===== config.mk =====
export PLATFORM = sky130hd
export DESIGN_NAME = matrix_mac_responder
export DESIGN_NICKNAME = d
export VERILOG_FILES = /design/src/rtl/matrix_pkg.sv /design/src/rtl/mac_unit.sv /design/src/rtl/matrix_mac_responder.sv
export SDC_FILE = /design/constraint.sdc
export NUM_CORES = 1
export LEC_CHECK = 0
export CAP_MARGIN = 20
export CORE_ASPECT_RATIO = 2
export CORE_MARGIN = 1.5
export CORE_UTILIZATION = 40
export DETAILED_ROUTE_END_ITERATION = 10
export GPL_TIMING_DRIVEN = 0
export PLACE_DENSITY = 0.69
export SLEW_MARGIN = 20
export SYNTH_ARGS = -nofsm -noshare
export SYNTH_HDL_FRONTEND = slang
export SYNTH_SLANG_ARGS = --single-unit

===== constraint.sdc =====
create_clock -name clk -period 5.5 [get_ports clk]
set_input_delay 1.1 -clock clk [delete_from_list [all_inputs] [get_ports clk]]
set_output_delay 1.1 -clock clk [all_outputs]
set_load 0.01 [all_outputs]

===== src/rtl/matrix_pkg.sv =====
// Shared types and index helpers for the matrix multiply-accumulate responder.
package matrix_pkg;

  typedef enum logic [1:0] {
    IDLE,
    REQ,
    WAIT_GEN,
    WAIT_ACUM
  } state_t;

  localparam int DIM_DEFAULT = 3;

  function automatic int addr_width(input int dim);
    return (dim * dim <= 2) ? 1 : $clog2(dim * dim);
  endfunction

  function automatic int acc_width(input int dim, input int data_w);
    return 2 * data_w + $clog2(dim);
  endfunction

  function automatic int idx(input int r, input int c, input int dim);
    return r * dim + c;
  endfunction

endpackage


===== src/rtl/mac_unit.sv =====
// Combinational multiply, extend and add for one dot-product term.
// MATRIX_MAC_SIGNED_EN selects two's-complement operands; otherwise unsigned.
module mac_unit #(
  parameter int DATA_W = 8,
  parameter int ACC_W  = 18
) (
  input  logic [DATA_W-1:0] a,
  input  logic [DATA_W-1:0] b,
  input  logic [ACC_W-1:0]  acc,
  output logic [ACC_W-1:0]  sum
);

  localparam int PROD_W = 2 * DATA_W;

  logic [ACC_W-1:0] prod_ext;

`ifdef MATRIX_MAC_SIGNED_EN
  logic signed [PROD_W-1:0] prod;
  assign prod     = $signed(a) * $signed(b);
  assign prod_ext = {{(ACC_W-PROD_W){prod[PROD_W-1]}}, prod};
`else
  logic [PROD_W-1:0] prod;
  assign prod     = a * b;
  assign prod_ext = {{(ACC_W-PROD_W){1'b0}}, prod};
`endif

  assign sum = acc + prod_ext;

endmodule


===== src/rtl/matrix_mac_responder.sv =====
// Responder side of the gen-address / accumulate protocol: walks every C[i][j] of C = A*B.
// Build with MATRIX_MAC_SIGNED_EN for signed operands (unsigned by default).
module matrix_mac_responder
  import matrix_pkg::*;
#(
  parameter int DIM    = DIM_DEFAULT,
  parameter int DATA_W = 8,
  parameter int ADDR_W = addr_width(DIM),
  parameter int ACC_W  = acc_width(DIM, DATA_W)
) (
  input  logic              clk,
  input  logic              rst,
  input  logic              go,
  output logic              req,
  input  logic              gen_addr,
  input  logic              acum,
  output logic [ADDR_W-1:0] addr_a,
  output logic [ADDR_W-1:0] addr_b,
  input  logic [DATA_W-1:0] a_data,
  input  logic [DATA_W-1:0] b_data,
  output logic [ACC_W-1:0]  result,
  output logic [ADDR_W-1:0] result_addr,
  output logic              result_valid,
  output logic              done,
  output logic              busy,
  output logic              proto_err
);

  localparam int IDX_W = $clog2(DIM);

  state_t           state, state_next;
  logic [IDX_W-1:0] i, j, k;
  logic [ACC_W-1:0] acc, acc_next;
  logic             last_term, last_col, last_elem;

  mac_unit #(.DATA_W(DATA_W), .ACC_W(ACC_W)) u_mac (
    .a   (a_data),
    .b   (b_data),
    .acc (acc),
    .sum (acc_next)
  );

  assign last_term = (k == IDX_W'(DIM - 1));
  assign last_col  = (j == IDX_W'(DIM - 1));
  assign last_elem = last_col && (i == IDX_W'(DIM - 1));
  assign req       = (state == REQ);

  always_comb begin
    state_next = state;
    case (state)
      IDLE:      if (go) state_next = REQ;
      REQ:       state_next = WAIT_GEN;
      WAIT_GEN:  if (gen_addr && !acum) state_next = WAIT_ACUM;
      WAIT_ACUM: if (acum) state_next = (last_term && last_elem) ? IDLE : REQ;
    endcase
  end

  // Simultaneous gen_addr and acum: acum is judged by the current state and gen_addr is dropped.
  always_ff @(posedge clk or posedge rst) begin
    if (rst) begin
      state        <= IDLE;
      i            <= '0;
      j            <= '0;
      k            <= '0;
      acc          <= '0;
      addr_a       <= '0;
      addr_b       <= '0;
      result       <= '0;
      result_addr  <= '0;
      result_valid <= 1'b0;
      done         <= 1'b0;
      busy         <= 1'b0;
      proto_err    <= 1'b0;
    end else begin
      state        <= state_next;
      result_valid <= 1'b0;
      done         <= 1'b0;
      if (done) busy <= 1'b0;
      case (state)
        IDLE: begin
          if (go) begin
            i         <= '0;
            j         <= '0;
            k         <= '0;
            acc       <= '0;
            busy      <= 1'b1;
            proto_err <= 1'b0;
          end
        end
        REQ: begin
          if (acum) proto_err <= 1'b1;
        end
        WAIT_GEN: begin
          if (acum) begin
            proto_err <= 1'b1;
          end else if (gen_addr) begin
            addr_a <= ADDR_W'(idx(int'(i), int'(k), DIM));
            addr_b <= ADDR_W'(idx(int'(k), int'(j), DIM));
          end
        end
        WAIT_ACUM: begin
          if (gen_addr) proto_err <= 1'b1;
          if (acum) begin
            if (!last_term) begin
              acc <= acc_next;
              k   <= k + 1'b1;
            end else begin
              result       <= acc_next;
              result_addr  <= ADDR_W'(idx(int'(i), int'(j), DIM));
              result_valid <= 1'b1;
              done         <= last_elem;
              acc          <= '0;
              k            <= '0;
              if (last_col) begin
                j <= '0;
                i <= last_elem ? '0 : i + 1'b1;
              end else begin
                j <= j + 1'b1;
              end
            end
          end
        end
      endcase
    end
  end

endmodule


==> results of run 1 <==
state kept, by name, indices dropped and copies added, names as in the netlist:
register	count
acc	18
result	18
addr_a	4
addr_b	4
result_addr	4
i	2
j	2
k	2
state	2
busy	1
done	1
proto_err	1
result_valid	1
path summary, 6_finish.rpt:
kind                            startpoint            to  depth (start not counted)
worst max-delay path             b_data[2]    result[17]                         15
worst min-delay path                  done          busy                          1
worst max register to register      acc[6]    result[14]                         15
worst min register to register        done          busy                          1
max in group asynchronous              rst    result[13]                          3
min in group asynchronous              rst  result_valid                          2
cell usage in the layout, fill, tap and decap left out, types with 3 or more instances in the layout:
master / netlist / layout
inv_1: 119 / 118
o21a_1: 3 / 3
and2_1: 36 / 36
xnor2_1: 8 / 8
nor2b_1: 3 / 3
fa_1: 54 / 54
nor2_1: 14 / 14
mux2i_1: 3 / 3
a31oi_1: 3 / 3
nand3_1: 4 / 4
a21oi_1: 18 / 17
mux2_2: 5 / 5
clkbuf_16: 0 / 9
clkbuf_2: 0 / 12
nand2_1: 104 / 104
o21ai_0: 42 / 40
clkbuf_1: 14 / 14
o2111ai_1: 3 / 3
a21o_1: 4 / 4
o211ai_1: 9 / 9
nand2b_1: 4 / 4
a22o_1: 3 / 3
ha_4: 0 / 3
dfrtp_1: 60 / 60
nand4_1: 5 / 5
clkdlybuf4s50_1: 0 / 39
ha_1: 56 / 53
xor2_1: 4 / 4
critical path, cell delays in order:
cell and delay [ns]:
dlygate4sd2_1 0.38, nand2_1 0.11, fa_1 0.51, fa_1 0.45, fa_1 0.54, fa_1 0.55
inv_1 0.05, ha_1 0.28, buf_4 0.15, and4_4 0.23, o21a_2 0.18, a2111oi_4 0.09
or4_4 0.55, a311o_1 0.33, nand3_1 0.08
area by class of cell:
cell class                      instances  area, um2
Tap cell                              155        194
Sequential cell                        60       1500
Buffer                                 14       57.6
Clock inverter                          5       37.5
Clock buffer                           11        233
Fill cell                            1253       6900
Inverter                              119        449
Timing Repair Buffer                   54        494
Multi-Input combinational cell        416       3570
layer usage:
layer / vias to the layer above / share of wire (%) / wire length, um / global-route usage [%]
met1: 2127 / 36 / 4790 / 20.9
met4: 0 / 4.0 / 542 / 9.61
met3: 39 / 3.2 / 433 / 2.88
met2: 105 / 57 / 7630 / 38.5
li1: 2078 / - / - / -
met5: - / 0 / 0 / 0
per-stage QoR:
stage	power [mW]	utilization, %	std cells	instance area [um2]	setup TNS (ns)
2_1_floorplan	2.04	-	610	5490	0
3_3_place_gp	2.57	46.3	818	6220	-6.14
3_5_place_dp	2.64	46.4	819	6240	-7.46
4_1_cts	3.21	48.5	835	6520	0
5_1_grt	3.65	48.6	834	6530	0
6_report	3.34	48.6	834	6530	0
what timing repair did:
action	4_1_cts	5_1_grt
pin swaps	1	1
hold buffers	0	0
setup endpoints to repair	12	8
resized for setup	21	33
logic make-up after synthesis:
| family | after synthesis | synth area share (%) |
|---|---|---|
| AO/OA/AOI/OAI | 103 | 11.9 |
| XOR/XNOR | 12 | 1.91 |
| adder cells (fa/ha/maj) | 110 | 32.4 |
| buffers and inverters | 134 | 9.22 |
| flip-flops | 60 | 27.3 |
| multiplexers | 8 | 1.57 |
| AND/OR/NAND/NOR | 183 | 15.6 |
power by group through the flow:
stage               registers [mW]  logic (mW)  clock network (mW)
detailed placement           0.663        1.98                   0
global placement             0.656        1.92                   0
floorplan                    0.669        1.37                   0
finish                       0.654        2.17               0.511
CTS                          0.657        2.03               0.521
global route                 0.671        2.43               0.541
==> impl_metrics.xml, run 1 <==
<?xml version="1.0" encoding="UTF-8"?>
<metrics>
  <group name="clocking">
    <metric name="clk_pin_slew_worst_paths" unit="ns">0.05</metric>
    <metric name="cts_inserted_buffers" unit="">9</metric>
    <metric name="clock_sink_count" unit="">60</metric>
    <metric name="cts_max_level" unit="">3</metric>
    <metric name="tritoncts" unit="">yes</metric>
    <metric name="ctsLongestPathBuffers" unit="">2</metric>
    <metric name="postCtsSetupRepairBufs" unit="">0</metric>
    <metric name="clock_latency" unit="ns">0.33</metric>
    <metric name="clock-root-buffer" unit="">clkbuf_16</metric>
  </group>
  <group name="route">
    <metric name="drc" unit="">0</metric>
    <metric name="initial_drc_count" unit="">178</metric>
    <metric name="wl_per_cell" unit="um">16.1</metric>
    <metric name="dr.pass1.iters" unit="">4</metric>
    <metric name="route.detailed.vias_per_inst" unit="">5.21</metric>
    <metric name="antenna_left" unit="">0</metric>
    <metric name="post_route_wl" unit="um">13400</metric>
    <metric name="routed-via-count" unit="">4349</metric>
  </group>
  <group name="critical_path">
    <metric name="capturing_element_type_of_the_critical_path" unit="">flip-flop</metric>
    <metric name="r2r_slack" unit="ns">0.98</metric>
    <metric name="cp_max_fo" unit="">8</metric>
    <metric name="crit_required" unit="ns">5.76</metric>
    <metric name="setup.worst_path.start_class" unit="">primary input</metric>
    <metric name="critPathKind" unit="">primary input to flip-flop</metric>
    <metric name="crit_arrival" unit="ns">5.59</metric>
  </group>
  <group name="yosys">
    <metric name="synth_top_flop_cell" unit="">dfrtp_1</metric>
    <metric name="yosys.area.top_type_share" unit="%">27.3</metric>
    <metric name="synth-seq-area-share" unit="%">27.3</metric>
    <metric name="synth.yosys.warnings" unit="">0</metric>
    <metric name="synth_common_cells" unit="">inv_1, nand2_1, dfrtp_1</metric>
    <metric name="ffs_w_async_s_r_synth" unit="%">100</metric>
    <metric name="yosysTopAreaCell" unit="">dfrtp_1</metric>
    <metric name="leading_cell_type_by_number_of_instances_after_synthesis" unit="">inv_1</metric>
    <metric name="mappedNetlistNets" unit="">741</metric>
    <metric name="post_synthesis_register_bit_count" unit="">60</metric>
    <metric name="syn-instance-count" unit="">610</metric>
    <metric name="netlist_top_cells_area" unit="">dfrtp_1, fa_1, ha_1</metric>
    <metric name="synth.distinct_cells" unit="">50</metric>
    <metric name="syn-mean-instance-area" unit="um2">9.01</metric>
    <metric name="syn_area" unit="um2">5490</metric>
    <metric name="synth_edf_count" unit="">0</metric>
  </group>
  <group name="pwr">
    <metric name="p_leak" unit="nW">3.27</metric>
    <metric name="p_seq_share" unit="%">19.6</metric>
    <metric name="power_report.internal_total" unit="mW">1.77</metric>
    <metric name="p_per_area" unit="nW/um2">511</metric>
    <metric name="p_switching" unit="mW">1.57</metric>
    <metric name="power.share.combinational" unit="%">65.1</metric>
    <metric name="share_clk_of_total_power" unit="%">15.3</metric>
    <metric name="vdd_drop_max" unit="mV">0.272</metric>
    <metric name="netSwitchingFraction" unit="%">46.9</metric>
  </group>
  <group name="timing">
    <metric name="final.period_utilization" unit="%">96.8</metric>
    <metric name="relSlewSlack" unit="%">56.7</metric>
    <metric name="fin_worst_hold_slack" unit="ns">0.464</metric>
    <metric name="final_worst_clock_skew" unit="ns">0.00610</metric>
    <metric name="setup_repair_after_global_routing_missed_its_margin" unit="">false</metric>
    <metric name="fmax" unit="MHz">188</metric>
    <metric name="worst_slack" unit="ns">0.174</metric>
    <metric name="final_hold_viol_count" unit="">0</metric>
    <metric name="period_minus_slack" unit="ns">5.33</metric>
    <metric name="setup_viol" unit="">0</metric>
    <metric name="max_slew_vio_count" unit="">0</metric>
    <metric name="tightest_slew" unit="ns">0.648</metric>
  </group>
  <group name="run_status">
    <metric name="outcome" unit="">complete, no violations</metric>
  </group>
  <group name="floorplan">
    <metric name="io_pins" unit="">56</metric>
    <metric name="die_area" unit="um2">14500</metric>
    <metric name="fp.dieH" unit="um">169</metric>
    <metric name="dieWidth" unit="um">85.9</metric>
    <metric name="placeableCoreArea" unit="um2">13400</metric>
    <metric name="floorplan.rows" unit="">60</metric>
    <metric name="initial_core_util" unit="%">40.9</metric>
  </group>
  <group name="global_routing">
    <metric name="first_pass_grt_wire_length" unit="um">23100</metric>
    <metric name="final_global_route_overflow_total" unit="">0</metric>
    <metric name="initial_antenna_violation_count" unit="">0</metric>
    <metric name="grt_start_max_net_pins" unit="">43</metric>
    <metric name="track_usage" unit="%">20.2</metric>
    <metric name="grt_pass1_vias" unit="">4872</metric>
  </group>
  <group name="place">
    <metric name="routabilityCongestion" unit="">0.909</metric>
    <metric name="preCtsSetupSlack" unit="ns">-0.778</metric>
    <metric name="dpl.hpwl" unit="um">10800</metric>
    <metric name="io_port_bufs" unit="">53</metric>
  </group>
  <group name="layout">
    <metric name="diodes" unit="">0</metric>
    <metric name="layout.nets" unit="">805</metric>
    <metric name="syn_to_final_growth" unit="%">18.9</metric>
    <metric name="drive_gt1_share" unit="%">7.22</metric>
  </group>
  <group name="hold_path">
    <metric name="hp-class" unit="">flip-flop to flip-flop</metric>
  </group>
  <group name="run">
    <metric name="cap_viol_max_count" unit="">0</metric>
  </group>
</metrics>
Power figures use the tool's default switching activity.
==> run 2, diff against run 1 <==
Settings changed: CELL_PAD_IN_SITES_DETAIL_PLACEMENT set to 0, CELL_PAD_IN_SITES_GLOBAL_PLACEMENT set to 1, PLACE_DENSITY 0.69 to 0.83.
==> run 2 against run 1 <==
Net effect:
- flip-flop and latch count is the same
- largest cell class unchanged
- critical endpoint unchanged
- total power grew 1.6%
- final area grew 0.44%
==> impl_metrics.xml, run 2 (same netlist as run 1, synthesis figures left out) <==
<?xml version="1.0" encoding="UTF-8"?>
<metrics>
  <group name="run_status">
    <metric name="outcome" unit="">complete, no violations</metric>
  </group>
  <group name="layout">
    <metric name="final-seq-area" unit="um2">1500</metric>
    <metric name="syn_to_final_growth" unit="%">19.4</metric>
    <metric name="diodes" unit="">0</metric>
    <metric name="biggestRegsByFlops" unit="">acc: 18 flops, result: 18 flops</metric>
    <metric name="final_common_cell" unit="">inv_1</metric>
    <metric name="multi_input_area" unit="um2">3560</metric>
    <metric name="layout.nets" unit="">805</metric>
    <metric name="final_cell_mix" unit="">inv_1, nand2_1, dfrtp_1</metric>
    <metric name="fillCellCount" unit="">1251</metric>
    <metric name="drive_gt1_share" unit="%">7.51</metric>
  </group>
  <group name="route">
    <metric name="post_route_wl" unit="um">13500</metric>
    <metric name="drc" unit="">0</metric>
    <metric name="antenna_left" unit="">0</metric>
    <metric name="routed-via-count" unit="">4393</metric>
    <metric name="dr.pass1.iters" unit="">4</metric>
    <metric name="route.detailed.vias_per_inst" unit="">5.27</metric>
    <metric name="initial_drc_count" unit="">168</metric>
    <metric name="wl_per_cell" unit="um">16.2</metric>
  </group>
  <group name="clocking">
    <metric name="postCtsSetupRepairBufs" unit="">0</metric>
    <metric name="cts_hold_buffers" unit="">0</metric>
    <metric name="clock_sink_count" unit="">60</metric>
    <metric name="clk_pin_slew_worst_paths" unit="ns">0.05</metric>
    <metric name="clock_latency" unit="ns">0.34</metric>
    <metric name="cts_max_level" unit="">3</metric>
    <metric name="ctsLongestPathBuffers" unit="">2</metric>
    <metric name="cts_inserted_buffers" unit="">9</metric>
    <metric name="clock-root-buffer" unit="">clkbuf_16</metric>
    <metric name="tritoncts" unit="">yes</metric>
  </group>
  <group name="timing">
    <metric name="final_worst_clock_skew" unit="ns">0.00819</metric>
    <metric name="fmax" unit="MHz">187</metric>
    <metric name="tns" unit="ns">0</metric>
    <metric name="period_minus_slack" unit="ns">5.34</metric>
    <metric name="final.period_utilization" unit="%">97.1</metric>
    <metric name="final_hold_viol_count" unit="">0</metric>
    <metric name="setup_viol" unit="">0</metric>
    <metric name="tightest_slew" unit="ns">0.662</metric>
    <metric name="max_slew_vio_count" unit="">0</metric>
    <metric name="relSlewSlack" unit="%">55.8</metric>
  </group>
  <group name="critical_path">
    <metric name="setup.worst_path.start_class" unit="">primary input</metric>
    <metric name="critPathKind" unit="">primary input to flip-flop</metric>
    <metric name="crit_arrival" unit="ns">5.60</metric>
    <metric name="capturing_element_type_of_the_critical_path" unit="">flip-flop</metric>
    <metric name="cp_max_fo" unit="">8</metric>
    <metric name="crit_required" unit="ns">5.76</metric>
  </group>
  <group name="global_routing">
    <metric name="grt_start_max_net_pins" unit="">43</metric>
    <metric name="first_pass_grt_wire_length" unit="um">22900</metric>
    <metric name="track_usage" unit="%">20.2</metric>
    <metric name="grt_pass1_vias" unit="">4693</metric>
    <metric name="initial_antenna_violation_count" unit="">0</metric>
    <metric name="final_global_route_overflow_total" unit="">0</metric>
  </group>
  <group name="place">
    <metric name="routabilityCongestion" unit="">0.909</metric>
    <metric name="dpl.hpwl" unit="um">10900</metric>
    <metric name="io_port_bufs" unit="">53</metric>
  </group>
  <group name="floorplan">
    <metric name="die_area" unit="um2">14500</metric>
    <metric name="initial_core_util" unit="%">40.9</metric>
    <metric name="placeableCoreArea" unit="um2">13400</metric>
    <metric name="dieWidth" unit="um">85.9</metric>
    <metric name="fp.dieH" unit="um">169</metric>
    <metric name="floorplan.rows" unit="">60</metric>
    <metric name="io_pins" unit="">56</metric>
  </group>
  <group name="pwr">
    <metric name="vdd_drop_max" unit="mV">0.235</metric>
    <metric name="p_leak" unit="nW">3.29</metric>
    <metric name="p_per_area" unit="nW/um2">516</metric>
    <metric name="fin_total_pwr" unit="mW">3.39</metric>
  </group>
  <group name="hold_path">
    <metric name="hp-class" unit="">flip-flop to flip-flop</metric>
  </group>
  <group name="run">
    <metric name="cap_viol_max_count" unit="">0</metric>
  </group>
</metrics>
-- run 2: changes by cell type in the layout (fill, tap and decap cells not counted), sizes merged --
cell         before  now
bufinv            0    1
clkinv            2    1
clkinvlp          2    1
dlygate4sd2       2    1
inv             120  122
-- run 2: layer usage --
metal  wire (um)  share of wire, %  vias to the layer above  GRT usage [%]
li1            -                 -                     2080              -
met1        4890                36                     2172           21.9
met2        7690                57                      106           38.0
met3         430               3.2                       35           2.83
met4         486               3.6                        0           9.12
met5           0                 0                        -              0
-- run 2: stage by stage --
step | util (%) | hold slack [ns] | cell area, um2 | worst slack [ns] | cells
floorplan | - | 0.443 | 5490 | 0.262 | 610
global route | 48.8 | 0.509 | 6560 | -0.0142 | 834
finish | 48.8 | 0.464 | 6560 | 0.160 | 834
global placement | 46.3 | 0.462 | 6220 | -0.775 | 818
CTS | 48.8 | 0.467 | 6560 | 0.000512 | 835
detailed placement | 46.4 | 0.458 | 6240 | -0.773 | 819
-- run 2: power by group --
part	leakage, nW	switching [mW]	internal [mW]
Sequential	0.799	0.0931	0.565
Combinational	2.34	1.26	0.892
Clock	0.150	0.217	0.367
Total	3.29	1.57	1.82
-- run 2: timing repair --
item                       CTS  global route
resized for setup           22            31
setup endpoints to repair   12             8
pin swaps                    1             1
-- run 2: area by class of cell --
type	count	share of cell area (%)
Multi-Input combinational cell	416	54.3
Sequential cell	60	22.9
Timing Repair Buffer	54	7.47
Inverter	119	6.84
Clock buffer	10	3.64
Tap cell	155	2.96
Clock inverter	6	1.05
Buffer	14	0.858
-- run 2: path summary, 6_finish.rpt --
path | depth (start not counted) | slack, ns | from | to
setup / recovery | 16 | 0.16 | b_data[1] | result[17]
hold / removal | 1 | 0.46 | done | busy
setup reg to reg | 15 | 0.94 | acc[6] | result[17]
hold reg to reg | 1 | 0.46 | done | busy
max in group asynchronous | 3 | 3.92 | rst | acc[13]
min in group asynchronous | 2 | 1.06 | rst | result_valid
-- run 2: critical path, stage by stage --
cell	delay (ns)
clkbuf_1	0.29
nand2_1	0.13
fa_1	0.52
inv_1	0.06
fa_1	0.51
inv_1	0.05
fa_1	0.48
fa_1	0.55
inv_1	0.04
ha_1	0.39
o21ai_1	0.14
o21ai_2	0.26
a2111oi_4	0.12
or4_4	0.55
a311o_1	0.33
nand3_1	0.08
